`src/rtl/taillight_seq.sv`:
```
// Tail-light sequencing stage: synchronizes the driver switches, holds the light-mode
// register and produces the sweep/blink counters consumed by the output decoder.
module taillight_seq #(
  parameter int TICK_DIV = 12500000,
  parameter int TICK_W   = 24
) (
  input  logic       clk,
  input  logic       reset,
  input  logic       left,
  input  logic       right,
  input  logic       brake,
  input  logic       hazard,
  output logic [2:0] current_state,
  output logic [1:0] count_lb,
  output logic [1:0] count_rb,
  output logic       count_h,
  output logic       tick
);

  typedef enum logic [2:0] {
    IDEL   = 3'b000,
    LEFT   = 3'b001,
    RIGHT  = 3'b010,
    LBREAK = 3'b011,
    RBREAK = 3'b100,
    BREAK  = 3'b101,
    HAZARD = 3'b110
  } state_t;

  localparam logic [TICK_W-1:0] TICK_LAST = TICK_W'(TICK_DIV - 1);
  localparam logic [1:0] FAM_NONE  = 2'b00;
  localparam logic [1:0] FAM_LEFT  = 2'b01;
  localparam logic [1:0] FAM_RIGHT = 2'b10;

  // Switch vectors are packed as {hazard, brake, right, left}.
  logic [3:0]        sync1_r;
  logic [3:0]        sync2_r;
  state_t            state_r;
  state_t            next_state_s;
  logic [TICK_W-1:0] presc_r;
  logic [TICK_W-1:0] presc_next_s;
  logic [1:0]        count_lb_r;
  logic [1:0]        count_rb_r;
  logic              count_h_r;
  logic              tick_r;
  logic              restart_s;
  logic              wrap_s;
  logic              lb_active_s;
  logic              rb_active_s;
  logic              h_active_s;

  function automatic state_t decode_mode(input logic [3:0] sw);
    logic l;
    logic r;
    logic b;
    logic h;
    l = sw[0];
    r = sw[1];
    b = sw[2];
    h = sw[3];
    if (h || (l && r)) begin
      decode_mode = HAZARD;
    end else if (b && l) begin
      decode_mode = LBREAK;
    end else if (b && r) begin
      decode_mode = RBREAK;
    end else if (b) begin
      decode_mode = BREAK;
    end else if (l) begin
      decode_mode = LEFT;
    end else if (r) begin
      decode_mode = RIGHT;
    end else begin
      decode_mode = IDEL;
    end
  endfunction

  // Modes sharing a sweep counter form a family; moving within one keeps the sweep alive.
  function automatic logic [1:0] mode_family(input state_t s);
    case (s)
      LEFT, LBREAK:  mode_family = FAM_LEFT;
      RIGHT, RBREAK: mode_family = FAM_RIGHT;
      default:       mode_family = FAM_NONE;
    endcase
  endfunction

  // Next-state decode, restart detection and prescaler next value.
  always_comb begin
    next_state_s = decode_mode(sync2_r);
    lb_active_s  = (mode_family(next_state_s) == FAM_LEFT);
    rb_active_s  = (mode_family(next_state_s) == FAM_RIGHT);
    h_active_s   = (next_state_s == HAZARD);
    wrap_s       = (presc_r == TICK_LAST);
    if (next_state_s == state_r) begin
      restart_s = 1'b0;
    end else if ((mode_family(next_state_s) != FAM_NONE) &&
                 (mode_family(next_state_s) == mode_family(state_r))) begin
      restart_s = 1'b0;
    end else begin
      restart_s = 1'b1;
    end
    if (restart_s || wrap_s) begin
      presc_next_s = {TICK_W{1'b0}};
    end else begin
      presc_next_s = presc_r + TICK_W'(1);
    end
  end

  // Two-flop synchronizer for the asynchronous driver switches.
  always_ff @(posedge clk) begin
    if (reset) begin
      sync1_r <= 4'b0000;
      sync2_r <= 4'b0000;
    end else begin
      sync1_r <= {hazard, brake, right, left};
      sync2_r <= sync1_r;
    end
  end

  // Mode register, prescaler and animation counters; a restart outranks a coincident tick.
  always_ff @(posedge clk) begin
    if (reset) begin
      state_r    <= IDEL;
      presc_r    <= {TICK_W{1'b0}};
      tick_r     <= 1'b0;
      count_lb_r <= 2'b00;
      count_rb_r <= 2'b00;
      count_h_r  <= 1'b0;
    end else begin
      state_r <= next_state_s;
      presc_r <= presc_next_s;
      tick_r  <= wrap_s && !restart_s;
      if (restart_s) begin
        count_lb_r <= 2'b00;
        count_rb_r <= 2'b00;
        count_h_r  <= 1'b0;
      end else begin
        count_lb_r <= lb_active_s ? (count_lb_r + {1'b0, tick_r}) : 2'b00;
        count_rb_r <= rb_active_s ? (count_rb_r + {1'b0, tick_r}) : 2'b00;
        count_h_r  <= h_active_s ? (count_h_r ^ tick_r) : 1'b0;
      end
    end
  end

  assign current_state = state_r;
  assign count_lb      = count_lb_r;
  assign count_rb      = count_rb_r;
  assign count_h       = count_h_r;
  assign tick          = tick_r;

endmodule

```
`config.mk`:
```
export PLATFORM = sky130hd
export DESIGN_NAME = taillight_seq
export DESIGN_NICKNAME = d
export VERILOG_FILES = /design/src/rtl/taillight_seq.sv
export SDC_FILE = /design/constraint.sdc
export NUM_CORES = 1
export LEC_CHECK = 0
export ABC_AREA = 1
export CAP_MARGIN = 20
export CORE_MARGIN = 2
export CORE_UTILIZATION = 60
export CTS_BUF_LIST = sky130_fd_sc_hd__clkbuf_8
export CTS_CLUSTER_DIAMETER = 30
export DETAILED_ROUTE_END_ITERATION = 8
export GPL_ROUTABILITY_DRIVEN = 0
export PLACE_DENSITY_LB_ADDON = 0.05
export SLEW_MARGIN = 20
export SYNTH_ARGS = -nofsm -noshare
export SYNTH_HDL_FRONTEND = slang
export SYNTH_SLANG_ARGS = --single-unit
```
`constraint.sdc`:
```
create_clock -name clk -period 1.9 [get_ports clk]
set_input_delay 0.38 -clock clk [delete_from_list [all_inputs] [get_ports clk]]
set_output_delay 0.38 -clock clk [all_outputs]
set_load 0.02 [all_outputs]
```
# Word-level counts from Yosys, hierarchy flattened
# Index checks and enable logic that the tools add are counted.
dict set report word_totals {
  elab_cells 58
  output_inout_bits 9
  regBits 41
}
dict set report op_classes {
  reduce_logical 17
  n_addsub 3
  mux 12
  eq_ne 14
  bitwise 4
}
# operator count
set op_table {}
lappend op_table {{$add 24x1->24 const B} 1}
lappend op_table {{$eq 24x24->1 const B} 1}
lappend op_table {{$eq 3x2->1 const B} 4}
lappend op_table {{$mux 3} 4}
lappend op_table {{$reduce_or 2->1} 5}
lappend op_table {{$eq 3x3->1 const B} 3}
lappend op_table {{$reduce_or 3->1} 3}
lappend op_table {{$mux 2} 4}
lappend op_table {{$pmux 2 s2} 2}
lappend op_table {{$eq 3x1->1 const B} 2}
lappend op_table {{$logic_and 1x1->1} 5}
lappend op_table {{$add 2x1->2} 2}
lappend op_table {{$eq 3x3->1} 1}
lappend op_table {{$not 1->1} 3}
lappend op_table {{$eq 2x1->1 const B} 1}
lappend op_table {{$eq 2x2->1} 1}
lappend op_table {{$eq 2x2->1 const B} 1}
lappend op_table {{$logic_or 1x1->1} 2}
lappend op_table {{$mux 1} 2}
lappend op_table {{$reduce_bool 2->1} 1}
lappend op_table {{$logic_not 1->1} 1}
lappend op_table {{$xor 1x1->1} 1}

# Longest topological paths before layout
dict set report depth {
  depth_word 16
  ltp_mapped 10
  depth_no_buf 9
}

# Worst setup path after synthesis
# OpenSTA, ideal clock, no wires.
dict set report synth_timing {
  path_type {register -> register}
  from {reg presc_r[0]}
  to {reg presc_r[10]}
  required_ns 1.783
  path_stages_with_launch 8
  setup_time_ns 0.117
  t_arrival_ns 1.350
  n_path_buf 1
  path_slack_ns 0.433
  cell_sequence {dfxtp_1 -> ha_1 -> nand3_2 -> nor3_1 -> nand4_1 -> nand3_4 -> buf_6 -> nor2_2}
}
dict set report synth_between {
  elab_chain_cells 3
  word_cells_on_any_way 4
}
# item line
set synth_lines {}
lappend synth_lines {{from (decl)} 40} ;# logic [TICK_W-1:0] presc_r;
lappend synth_lines {{from (signal assigned)} 124} ;# presc_r <= {TICK_W{1'b0}};
lappend synth_lines {{from (signal assigned)} 131} ;# presc_r <= presc_next_s;
lappend synth_lines {{parallel branches: the longest is 3 deep, another holds $add 24x1->24} n/a}
# Parallel ways; which one is timed is not known.
# A chain may end at the register's enable or synchronous reset.

# Worst setup path in the final report
dict set report layout_timing {
  from {reg tick_r (netlist: tick)}
  to {out tick}
}
# item line
set layout_rtl {}
lappend layout_rtl {{from (decl)} 45} ;# logic tick_r;
lappend layout_rtl {{from (signal assigned)} 132} ;# tick_r <= wrap_s && !restart_s;
lappend layout_rtl {{to (decl)} 17} ;# output logic tick
# No word-level cell between the ends.

==> summary.txt <==
Timing
  – Period Utilization, post-route: between 90% and 100%
  – # setup viols final: 0
  – Final Max Slew Viols: 0
  – RSZ-0062 raised after global routing: no
  – Clock period minus worst slack: approximately 1700 ps
  – Setup tns final: 0 ps
  – Clock skew: approximately 5.2 ps
  – Hold Fails Final Rpt: 0
  – Max Freq: 579 MHz
  – Slew Limit Headroom: about 72%
  – Worst-Margin Slew: roughly 410 ps

Global route
  – Vias in the first global route: about 1500
  – Largest net degree at the start of global routing: 25
  – Gr usage total: between 20% and 30%
  – Initial antenna violation count: 0
  – First-pass GRT wire length: roughly 6.4 mm
  – Global route overflow: 0

Clocking
  – Root buf cell: clkbuf_8
  – # Post-CTS Setup Buffers: 0
  – Clock buffer depth: 2
  – TritonCTS Buffers: 5
  – H-tree depth: 2
  – Reg clk slew, reported paths: about 80 ps
  – TritonCTS clock tree: done
  – Clock tree sinks: 41
  – Later-pin clock latency in the skew report: around 300 ps

Power and ir drop
  – Max VDD drop: 0.509 mV
  – Power Density: ~700 nW/um^2
  – Final Power: roughly 1.6 mW
  – Static leakage: roughly 0.88 nW

Route
  – DRT Pass-1 Iters: 4
  – WL per Instance: ~10 microns
  – Initial DRC count: 91
  – Via/cell ratio: about 4.7
  – Antenna-violating nets left: 0
  – Drt drc: 0
  – Vias: 1627
  – Drt total wl: 3.51 mm

Worst hold path
  – Hold_sp: sync1_r[3]
  – Hold Path Class: flip-flop to flip-flop
  – Worst hold path cell count: 2

Setup path
  – Crit path largest cell delay: 640 ps
  – CP Cell Sequence: clkdlybuf4s50_1
  – CP max FO: 4
  – CP top delay family: buffers and inverters
  – Critical-path top delay cell: clkdlybuf4s50_1
  – Launching point of the worst reg2reg path: presc_r[0]
  – CP bufs+invs: 1
  – Crit path required time: approximately 1500 ps
  – Crit Path Category: flip-flop to output port
  – Arr. time, crit path: between 1000 and 1500 ps
  – WP depth: 1
  – CP Capture Type: output port
  – Worst setup SP type: flip-flop
  – Worst reg-to-reg path cell count: 6
  – CP startpoint: tick

Logic synthesis
  – Ys Warns: 0
  – Cell variety after synth: 23
  – Mux share of post-synthesis cell area: 0%
  – Largest family of logic cells by synthesized area: simple AND/OR/NAND/NOR gates
  – Fraction of registers with async set/reset: 0%
  – Register area share after synthesis: between 40% and 50%
  – Post-Synth Simple-Gate Area: around two fifths
  – Average cell area after synthesis: between 7 and 8 sq um
  – Post-synthesis xor/xnor area fraction: approximately 7.8%
  – Synth Instances: between 200 and 300
  – Mapped Area: roughly 2000 sq um
  – Post-synth EDFFs: 0
  – Yosys reg bits: 41
  – Synth Area in Compound Gates: 0.803%
  – Top FF cell, synth: dfxtp_1
  – Post-synthesis adder-cell area fraction: between 1.5 and 2%
  – Mapped Nets: about 290

Finish
  – Layout fillers: 298
  – Nets: slightly above 300
  – Layout area overhead: 13.8%
  – Most frequent cells in the layout: nand2_1, nor2_1, dfxtp_1
  – # diodes: 0
  – Fraction of layout cells with a size suffix above 1: ~14%
  – Commonest non-fill, non-tap cell in the layout: nand2_1
  – Multi-input combinational cell area: around 1000 sq um
  – Register area: between 800 and 900 sq um

Floorplanning
  – Die H: about 62 microns
  – Core ar.: between 3000 and 4000 sq um
  – Row cnt: 21
  – Die area: between 3000 and 4000 sq um
  – Initial Utilization: 61.7%
  – IO Pins: 15
  – Die X: between 60 and 70 microns

Place
  – Post-DP HPWL: about 2.6 mm
  – I/O Buffers: 14

Run
  – Max Cap Viol: 0

Run status
  – Status: finished, final reports clean
==> layer usage <==
| metal | vias to the layer above | global-route usage, % | part of all wire, % | wire length (microns) |
|---|---|---|---|---|
| li1 | 881 | - | - | - |
| met1 | 718 | 27.0 | 52 | 1840 |
| met2 | 19 | 32.1 | 42 | 1470 |
| met3 | 9 | 4.71 | 3.1 | 108 |
| met4 | 0 | 12.2 | 2.6 | 91 |
| met5 | - | 0 | 0 | 0 |
==> cell families (layout without fill, tap and decap cells) <==
kind of cell | count (synthesis) | in the layout
XOR/XNOR | 18 | 18
adder cells (fa/ha/maj) | 3 | 3
AO/OA/AOI/OAI | 3 | 3
flip-flops | 41 | 41
AND/OR/NAND/NOR | 170 | 170
buffers and inverters | 43 | 63
==> where the power goes <==
part | internal, mW | total, mW | switching (mW)
combinational | 0.0400 | 0.108 | 0.0683
sequential | 0.873 | 0.884 | 0.0108
clock | 0.328 | 0.628 | 0.300
==> final timing paths <==
path | end | slack [ps]
hold / removal | sync2_r[3] | 400
setup reg to reg | presc_r[2] | 200
hold reg to reg | sync2_r[3] | 400
setup / recovery | tick | 170
==> metrics by stage <==
stage,std cells,area (sq um),setup WS (ps),utilization [%],hold slack (ps)
CTS,344,2310,146,70.2,405
global route,344,2310,9.19,70.2,421
detailed placement,336,2200,213,67.1,394
global placement,336,2200,252,67.1,391
finish,344,2310,172,70.2,404
floorplan,278,2030,433,-,388
==> cell type report <==
class / count / share of cell area [%]
multi-input combinational: 194 / 44.6
sequential: 41 / 35.6
inverter: 40 / 6.51
timing repair buffer: 15 / 6.40
clock buffer: 7 / 4.18
tap: 46 / 2.50
clock inverter: 1 / 0.217
==> Yosys cell counts (2+ instances only) <==
cell      instances  area [sq um]
ha_1              3          37.5
inv_1            37           139
nor2_1           45           169
nand2_1          65           244
nor3_1            3          15.0
buf_6             2          22.5
nor2_4            3          33.8
dfxtp_1          41           821
a21oi_1           2          10.0
xor2_1           10          87.6
nand2_2           2          12.5
nand4_1           5          31.3
nor2_2           21           131
xnor2_1           8          70.1
nand3_1          18          90.1
inv_2             3          11.3
nand3_2           2          20.0
nand3b_1          3          22.5
==> flip-flops by register name, indices dropped and copies added (netlist names) <==
| signal | cells |
|---|---|
| sync2_r | 4 |
| tick | 1 |
| sync1_r | 4 |
| count_lb | 2 |
| presc_r | 24 |
| current_state | 3 |
| count_h | 1 |
| count_rb | 2 |
==> repair_timing <==
action,in CTS,in global routing
hold buffers,0,0
setup endpoints to repair,0,4
gates resized for setup,0,0
(Power assumes the default switching activity.)
